## src/rtl/lcd_ctrl_pkg.sv

```systemverilog
// Shared types and constants for the HD44780 bus sequencer: state encoding,
// power-up init ROM and the clear/home command codes.
package lcd_ctrl_pkg;

    typedef enum logic [2:0] {
        ST_PWR   = 3'd0,
        ST_LOAD  = 3'd1,
        ST_SETUP = 3'd2,
        ST_PULSE = 3'd3,
        ST_HOLD  = 3'd4,
        ST_WAIT  = 3'd5,
        ST_IDLE  = 3'd6
    } lcd_state_e;

    localparam int INIT_LEN = 4;

    localparam logic [7:0] INIT_FUNC_SET = 8'h38;
    localparam logic [7:0] INIT_DISP_ON  = 8'h0C;
    localparam logic [7:0] INIT_CLEAR    = 8'h01;
    localparam logic [7:0] INIT_ENTRY    = 8'h06;

    localparam logic [7:0] CMD_CLEAR = 8'h01;
    localparam logic [7:0] CMD_HOME  = 8'h02;

    function automatic logic [7:0] init_rom(input logic [1:0] idx);
        logic [7:0] b;
        case (idx)
            2'd0:    b = INIT_FUNC_SET;
            2'd1:    b = INIT_DISP_ON;
            2'd2:    b = INIT_CLEAR;
            default: b = INIT_ENTRY;
        endcase
        return b;
    endfunction

    function automatic int max_of(input int a, input int b);
        return (a > b) ? a : b;
    endfunction

    // Only clear/home written to the instruction register need the long wait.
    function automatic logic is_long_cmd(input logic rs, input logic [7:0] data);
        return !rs && (data == CMD_CLEAR || data == CMD_HOME);
    endfunction

endpackage

```

## src/rtl/lcd_phase_timer.sv

```systemverilog
// Loadable down-counter shared by every sequencer phase; holds at zero and
// reports whether the count will be zero after the coming clock edge.
module lcd_phase_timer #(
    parameter int             W       = 8,
    parameter logic [W-1:0]   RST_VAL = '0
) (
    input  logic         clk,
    input  logic         rst_n,
    input  logic         load,
    input  logic [W-1:0] load_val,
    output logic         zero,
    output logic         next_zero
);

    logic [W-1:0] cnt;

    always_ff @(posedge clk or negedge rst_n) begin
        if (!rst_n) begin
            cnt <= RST_VAL;
        end else if (load) begin
            cnt <= load_val;
        end else if (cnt != '0) begin
            cnt <= cnt - W'(1);
        end
    end

    assign zero      = (cnt == '0);
    assign next_zero = load ? (load_val == '0) : (cnt <= W'(1));

endmodule

```

## src/rtl/lcd_bus_ctrl.sv

```systemverilog
// HD44780 write-only bus sequencer: setup / E strobe / hold / execution wait per byte.
// Define LCD_CTRL_INIT_EN to run the power-up wait and 4-byte init ROM after reset.
module lcd_bus_ctrl
    import lcd_ctrl_pkg::*;
#(
    parameter int SETUP_CYC = 4,
    parameter int EN_CYC    = 16,
    parameter int HOLD_CYC  = 4,
    parameter int CMD_WAIT  = 2000,
    parameter int CLR_WAIT  = 82000,
    parameter int PWR_WAIT  = 750000
) (
    input  logic       iCLK_50MHZ,
    input  logic       iRST_N,
    input  logic       iREQ,
    input  logic       iRS,
    input  logic [7:0] iDATA,
    output logic       oREADY,
    output logic       oDONE,
    output logic       oINIT_DONE,
    output logic [7:0] LCD_DATA,
    output logic       LCD_RS,
    output logic       LCD_RW,
    output logic       LCD_E,
    output logic [2:0] oDBG_STATE
);

    localparam int MAX_CYC = max_of(max_of(max_of(SETUP_CYC, EN_CYC), max_of(HOLD_CYC, CMD_WAIT)),
                                    max_of(CLR_WAIT, PWR_WAIT));
    localparam int CW = $clog2(MAX_CYC) + 1;

    localparam logic [CW-1:0] L_SETUP = CW'(SETUP_CYC - 1);
    localparam logic [CW-1:0] L_EN    = CW'(EN_CYC - 1);
    localparam logic [CW-1:0] L_HOLD  = CW'(HOLD_CYC - 1);
    localparam logic [CW-1:0] L_CMD   = CW'(CMD_WAIT - 1);
    localparam logic [CW-1:0] L_CLR   = CW'(CLR_WAIT - 1);

`ifdef LCD_CTRL_INIT_EN
    localparam logic [CW-1:0] L_PWR      = CW'(PWR_WAIT - 1);
    localparam lcd_state_e    RST_STATE  = ST_PWR;
    localparam logic          RST_READY  = 1'b0;
    localparam logic          RST_INIT   = 1'b0;
    localparam logic [CW-1:0] RST_CNT    = L_PWR;
    localparam logic [1:0]    IDX_LAST   = 2'(INIT_LEN - 1);
`else
    localparam lcd_state_e    RST_STATE  = ST_IDLE;
    localparam logic          RST_READY  = 1'b1;
    localparam logic          RST_INIT   = 1'b1;
    localparam logic [CW-1:0] RST_CNT    = '0;
`endif

    lcd_state_e    state, state_nxt;
    logic          tmr_load, tmr_zero, tmr_next_zero;
    logic [CW-1:0] tmr_val;
    logic          rs_nxt, init_nxt, done_nxt;
    logic [7:0]    data_nxt;

`ifdef LCD_CTRL_INIT_EN
    logic [1:0] idx, idx_nxt;

    always_ff @(posedge iCLK_50MHZ or negedge iRST_N) begin
        if (!iRST_N) idx <= 2'd0;
        else         idx <= idx_nxt;
    end
`endif

    lcd_phase_timer #(.W(CW), .RST_VAL(RST_CNT)) u_timer (
        .clk       (iCLK_50MHZ),
        .rst_n     (iRST_N),
        .load      (tmr_load),
        .load_val  (tmr_val),
        .zero      (tmr_zero),
        .next_zero (tmr_next_zero)
    );

    // Handshake: a byte moves on any edge where iREQ && oREADY; oREADY is a
    // registered copy of "next state is IDLE", so it never depends on iREQ.
    always_comb begin
        state_nxt = state;
        tmr_load  = 1'b0;
        tmr_val   = '0;
        rs_nxt    = LCD_RS;
        data_nxt  = LCD_DATA;
        init_nxt  = oINIT_DONE;
`ifdef LCD_CTRL_INIT_EN
        idx_nxt   = idx;
`endif
        case (state)
`ifdef LCD_CTRL_INIT_EN
            ST_PWR: begin
                if (tmr_zero) begin
                    state_nxt = ST_LOAD;
                    tmr_load  = 1'b1;
                end
            end
            ST_LOAD: begin
                rs_nxt    = 1'b0;
                data_nxt  = init_rom(idx);
                state_nxt = ST_SETUP;
                tmr_load  = 1'b1;
                tmr_val   = L_SETUP;
            end
`endif
            ST_IDLE: begin
                if (iREQ && oREADY) begin
                    rs_nxt    = iRS;
                    data_nxt  = iDATA;
                    state_nxt = ST_SETUP;
                    tmr_load  = 1'b1;
                    tmr_val   = L_SETUP;
                end
            end
            ST_SETUP: begin
                if (tmr_zero) begin
                    state_nxt = ST_PULSE;
                    tmr_load  = 1'b1;
                    tmr_val   = L_EN;
                end
            end
            ST_PULSE: begin
                if (tmr_zero) begin
                    state_nxt = ST_HOLD;
                    tmr_load  = 1'b1;
                    tmr_val   = L_HOLD;
                end
            end
            ST_HOLD: begin
                if (tmr_zero) begin
                    state_nxt = ST_WAIT;
                    tmr_load  = 1'b1;
                    tmr_val   = is_long_cmd(LCD_RS, LCD_DATA) ? L_CLR : L_CMD;
                end
            end
            ST_WAIT: begin
                if (tmr_zero) begin
                    state_nxt = ST_IDLE;
`ifdef LCD_CTRL_INIT_EN
                    if (!oINIT_DONE) begin
                        if (idx == IDX_LAST) begin
                            init_nxt = 1'b1;
                        end else begin
                            idx_nxt   = idx + 2'd1;
                            state_nxt = ST_LOAD;
                        end
                    end
`endif
                end
            end
            default: state_nxt = RST_STATE;
        endcase
    end

    // oDONE lands in the final WAIT cycle, one cycle ahead of oREADY.
    assign done_nxt = (state_nxt == ST_WAIT) && tmr_next_zero;

    always_ff @(posedge iCLK_50MHZ or negedge iRST_N) begin
        if (!iRST_N) begin
            state      <= RST_STATE;
            LCD_E      <= 1'b0;
            LCD_RS     <= 1'b0;
            LCD_DATA   <= 8'h00;
            oREADY     <= RST_READY;
            oDONE      <= 1'b0;
            oINIT_DONE <= RST_INIT;
        end else begin
            state      <= state_nxt;
            LCD_E      <= (state_nxt == ST_PULSE);
            LCD_RS     <= rs_nxt;
            LCD_DATA   <= data_nxt;
            oREADY     <= (state_nxt == ST_IDLE);
            oDONE      <= done_nxt;
            oINIT_DONE <= init_nxt;
        end
    end

    assign LCD_RW     = 1'b0;
    assign oDBG_STATE = state;

endmodule
```

## config.mk

```make
export PLATFORM = sky130hd
export DESIGN_NAME = lcd_bus_ctrl
export DESIGN_NICKNAME = d
export VERILOG_FILES = /design/src/rtl/lcd_ctrl_pkg.sv /design/src/rtl/lcd_phase_timer.sv /design/src/rtl/lcd_bus_ctrl.sv
export SDC_FILE = /design/constraint.sdc
export NUM_CORES = 1
export LEC_CHECK = 0
export ABC_CLOCK_PERIOD_IN_PS = 3500
export BUFFER_PORTS_ARGS = -buffer_cell sky130_fd_sc_hd__buf_2
export CAP_MARGIN = 5
export CORE_MARGIN = 1
export CORE_UTILIZATION = 56
export DETAILED_ROUTE_END_ITERATION = 16
export PLACE_DENSITY = 0.77
export SLEW_MARGIN = 20
export SYNTH_ARGS = -nofsm -noshare
export SYNTH_HDL_FRONTEND = slang
export SYNTH_SLANG_ARGS = --single-unit
```

## constraint.sdc

```tcl
create_clock -name iCLK_50MHZ -period 3.5 [get_ports iCLK_50MHZ]
set_input_delay 0.7 -clock iCLK_50MHZ [delete_from_list [all_inputs] [get_ports iCLK_50MHZ]]
set_output_delay 0.7 -clock iCLK_50MHZ [all_outputs]
set_load 0.01 [all_outputs]
```

# == After elaboration in Yosys (flattened, before gate mapping) ==
# Cells that the tools add are included.
# word_totals
register_bits,36
input_bits,12
# op_classes
add_sub_neg,1
order_cmp,1
eq_ne,10
mux,18
n_reduce_logical,11
# ops
op,count
17-bit case mux with 4 select lines,1
21-bit zero test,2
21-bit 2-to-1 mux,2
17-bit 2-to-1 mux,2
21-bit by 1-bit <= comparator with 1-bit output (second input constant),1
21-bit nonzero test,1
21-bit by 1-bit subtractor with 21-bit output (second input constant),1
3-bit equality test (second input constant),5
3-bit 2-to-1 mux,5
3-bit case mux with 5 select lines,1
3-bit by 2-bit equality test with 1-bit output (second input constant),3
8-bit by 1-bit equality test with 1-bit output (second input constant),1
8-bit by 2-bit equality test with 1-bit output (second input constant),1
2-bit 2-to-1 mux,2
4-bit 2-to-1 mux,1
1-bit logical AND,3
1-bit 2-to-1 mux,3
3-bit OR reduction,1
1-bit case mux with 2 select lines,1
2-bit AND reduction,1
2-bit nonzero test,1
1-bit zero test,1
1-bit logical OR,1

# == Logic depth before layout (Yosys ltp) ==
# depth
word_depth,9
ltp_mapped,8

# == By module ==
# From an unflattened synthesis, not the netlist that was laid out.
# unflattened
hier_cells,216
area_unflattened_um2,2105.8
# by_module_without_submodules
module,instances,cells_each,area_each_um2,seq_area_each_um2
lcd_phase_timer,1,159,1387.6,525.5
lcd_bus_ctrl,1,57,718.2,379.1

# == Least setup slack after synthesis ==
# Ideal clock, no wire load.
# synth_timing
kind,flip-flop to flip-flop
from,register u_timer.cnt[13]
to,register oREADY
setup_time_ns,0.062
arrival_ns,2.401
setup_slack_ns,1.037
stages_incl_launch_ff,8
cell_sequence,dfrtp_1 or4_1 buf_2 or4_4 buf_6 or4_4 nand3_2 and3_1
# synth_between
elab_chain_cells,4
word_cells_on_any_way,7
# synth_rtl
element,line,text
start: declaration,lcd_phase_timer.sv:15,logic [W-1:0] cnt;
start signal: assignment,lcd_phase_timer.sv:21,cnt <= load_val;
start signal: assignment,lcd_phase_timer.sv:23,cnt <= cnt - W'(1);
21-bit zero test *,lcd_phase_timer.sv:27,assign zero = (cnt == '0);
"3-bit 2-to-1 mux, on equally long branches",n/a,
3-bit case mux with 5 select lines *,lcd_bus_ctrl.sv:88,case (state)
named net state_nxt[1],lcd_bus_ctrl.sv:52,"lcd_state_e state, state_nxt;"
3-bit equality test *,lcd_bus_ctrl.sv:170,oREADY <= (state_nxt == ST_IDLE);
end signal: assignment,lcd_bus_ctrl.sv:170,
end: declaration,lcd_bus_ctrl.sv:18,"output logic oREADY,"
# Mark *: on every way through the listed nets, which the timed path passes. The rest lies on a longest branch.
# A chain may end at the register's enable or synchronous reset.

# == Worst setup path in the final report ==
# layout_timing
from,register u_timer.cnt[0]
to,register u_timer.cnt[8]
# layout_between
elab_chain_cells,4
word_cells_on_any_way,10
# layout_rtl
element
"parallel branches: the longest is 4 deep, another holds 21-bit by 1-bit subtractor with 21-bit output"
# Several ways; the timed one is not identified. The select of a mux whose other input is x is not followed.

==> impl_metrics.ini <==
[critical_path]
cp_data_required_time_ns = 3.70
crit_fanout = 9
max_stage_delay_ns = 0.57
arrival_ns = 2.91
cp_cell_sequence = inv_1 -> ha_1 -> or3b_1 -> nor2_1 -> nand2_1 -> nor3_1 -> a21oi_1
r2r-start = u_timer.cnt[0]
r2r_end = u_timer.cnt[8]
slowest_stage = nor3_1
crit_type = flop to flop
crit_path_end_kind = flop
start_kind = flop
rr_worst_depth = 7
reg2reg_slack_ns = 0.80

[cts]
post_cts_buffers = 0
cts_buffers = 5
clk_latency_ns = 0.34
cts_hold_buf = 0
h-tree-depth = 2
clock-sinks = 36
cts_tree = yes
cts_buffer_depth = 2
postCtsResizedCells = 0
cts-root-buf = clkbuf_4
path_clk_slew_ns = 0.11

[logic_synthesis]
synthCells = 190
yosys.area.top_type = dfrtp_1
synth_top_area_share_pct = 42.5
syn_area_per_cell_um2 = 10.2
synthesis.area_um2 = 1940
synth-simple-area-share_pct = 24.4
syn_nets = 205
synth_compound_area_share_pct = 10.1
synth-edff-count = 0
synth_top_family_by_area = simple AND/OR/NAND/NOR gates
synth-main-ff-cell = dfrtp_1
synth.area.mux_share_pct = 5.22
synth.area.top_cells = dfrtp_1 43%, xnor2_1 5.4%, mux2_1 4.6%
synth-adder-area-share_pct = 1.93
synth-xor-area-share_pct = 7.67
synth.distinct_cells = 53
ys_ff_latch = 36
yosys_warnings = 0
ys_async_sr_fraction_pct = 100
ys_seq_area_share_pct = 46.6

[floorplanning]
ios = 29
num_rows = 21
die_w_um = 60.9
die-area_um2 = 3710
start_util_pct = 58.2
coreArea_um2 = 3340
die_h_um = 60.9

[route]
vias_per_cell = 6.10
vias = 1598
wirelength_mm = 4.10
wl_per_cell_um = 15.7
drc = 0
antenna_left = 0
drt_first_pass_iters = 4
drtIter0Drc = 111

[timing]
fin_ws_ns = 0.796
fin_crit_ns = 2.70
rsz0062_at_grt = false
setup_viol = 0
fin_crit_sh_pct = 77.2
max_slew_margin_pct = 49.9
timing.final.hold_violations = 0
final.setup.tns_ns = 0
slew_violations = 0
tightest_slew_ns = 0.748
finalClockSkew_ns = 0.00538
max_freq_mhz = 370

[worst_hold_path]
holdCritPathClass = primary input to asynchronous set/reset pin

[power]
irDropWorstVdd_mv = 0.253
p_leak_nw = 0.938
power.density_nw_per_um2 = 330

[layout]
fin_cells = 262
area_delta_synth_final_pct = 11.5
finalNetCount = 230
drive_gt1_share_pct = 21.3
diodes = 0
fill_cells = 297

[grt]
antenna_found_initial = 0
grt_pass1_vias = 1518
gr-usage-all-layers_pct = 26.3
grt_max_degree = 37
grt_pass1_wl_mm = 6.92
grt.overflow.total = 0

[place]
port_buffers = 26
pre_cts_slack_ns = 0.857
dp_hpwl_mm = 3.02
place_inst = 254
finalWeightedCongestion = 0.918

[run_status]
status = finished clean

[job]
drv_cap = 0
kinds of logic after synthesis:
family | after synthesis
AO/OA/AOI/OAI | 30
multiplexers | 9
AND/OR/NAND/NOR | 78
buffers and inverters | 15
other | 2
adder cells (fa/ha/maj) | 3
flip-flops | 36
XOR/XNOR | 17
synth_stat cells, types with 2 or more instances:
cell type	instances
dfrtp_1	33
nor2_1	15
a21oi_1	13
nand2_1	12
xnor2_1	12
mux2_1	8
nor3_1	8
nor4_1	8
or4_1	6
clkbuf_1	5
inv_1	5
xor2_1	5
nand4_1	4
dfstp_2	3
ha_1	3
nand3_1	3
a211oi_1	2
and2_1	2
buf_2	2
buf_4	2
conb_1	2
nor2b_1	2
nor3b_1	2
o21ai_1	2
o32ai_1	2
or4_4	2
routing by layer:
metal	track usage, %	vias up	wire length, um	share of wire [%]
li1	-	736	-	-
met1	31.1	751	1620	39
met2	44.0	95	2010	49
met3	7.04	16	329	8.0
met4	13.6	0	142	3.5
met5	0	-	0	0
worst max-delay path: cells and delay by family, from the launching register on:
| kind | cells | cell delay, ns |
|---|---|---|
| AO/OA/AOI/OAI | 1 | 0.09 |
| adder cells (fa/ha/maj) | 1 | 0.21 |
| buffers and inverters | 1 | 0.11 |
| flip-flops | 1 | 0.43 |
| AND/OR/NAND/NOR | 4 | 1.72 |
per-stage QoR:
step,total power [mW],util [%],cell area [um^2],hold WS (ns)
2_1_floorplan,0.427,-,1940,0.404
3_3_place_gp,0.438,62.6,2090,0.489
3_5_place_dp,0.439,62.6,2090,0.498
4_1_cts,0.723,64.9,2170,0.443
5_1_grt,0.750,64.9,2170,0.466
6_report,0.716,64.9,2170,0.413
cell type report:
cell class / instances / area (um^2) / area share (%)
Multi-Input combinational cell: 139 / 963 / 44.5
Sequential cell: 36 / 905 / 41.8
Clock inverter: 2 / 35.0 / 1.62
Inverter: 5 / 18.8 / 0.867
Timing Repair Buffer: 28 / 145 / 6.70
Tap cell: 46 / 57.6 / 2.66
Clock buffer: 6 / 41.3 / 1.91
placed cells by master, fill, tap and decap left out, types with 2 or more instances in the layout:
cell	Yosys	final
a211oi_1	2	2
a21oi_1	13	13
and2_1	2	2
buf_2	2	26
buf_4	2	2
clkbuf_4	0	5
conb_1	2	2
dfrtp_1	33	33
dfstp_2	3	3
ha_1	3	3
inv_1	5	5
mux2_1	8	8
nand2_1	12	12
nand3_1	3	3
nand4_1	4	4
nor2_1	15	15
nor2b_1	2	2
nor3_1	8	8
nor3b_1	2	2
nor4_1	8	8
o21ai_1	2	2
o32ai_1	2	2
or4_1	6	6
or4_4	2	2
xnor2_1	12	12
xor2_1	5	5
registers in the layout, summed over array words and instances (netlist names):
signal / cells
oDBG_STATE: 3
LCD_RS: 1
u_timer.cnt: 21
oDONE: 1
LCD_E: 1
oREADY: 1
LCD_DATA: 8
worst max-delay path by stage:
stage	startpoint	end	slack, ns	cells after the start
final	u_timer.cnt[0]	u_timer.cnt[8]	0.80	7
after global routing	u_timer.cnt[0]	u_timer.cnt[8]	0.56	7
after CTS	u_timer.cnt[0]	u_timer.cnt[16]	0.83	7
after detailed placement	u_timer.cnt[0]	u_timer.cnt[16]	0.86	7
after global placement	u_timer.cnt[13]	u_timer.cnt[14]	0.96	5
after floorplan	u_timer.cnt[13]	oREADY	1.04	7
power breakdown:
group          leakage, nW  internal [mW]  switching (mW)
Sequential           0.436          0.416               0
Combinational        0.460        0.00430         0.00961
Clock               0.0422          0.150           0.136
Power figures use the tool's default switching activity.
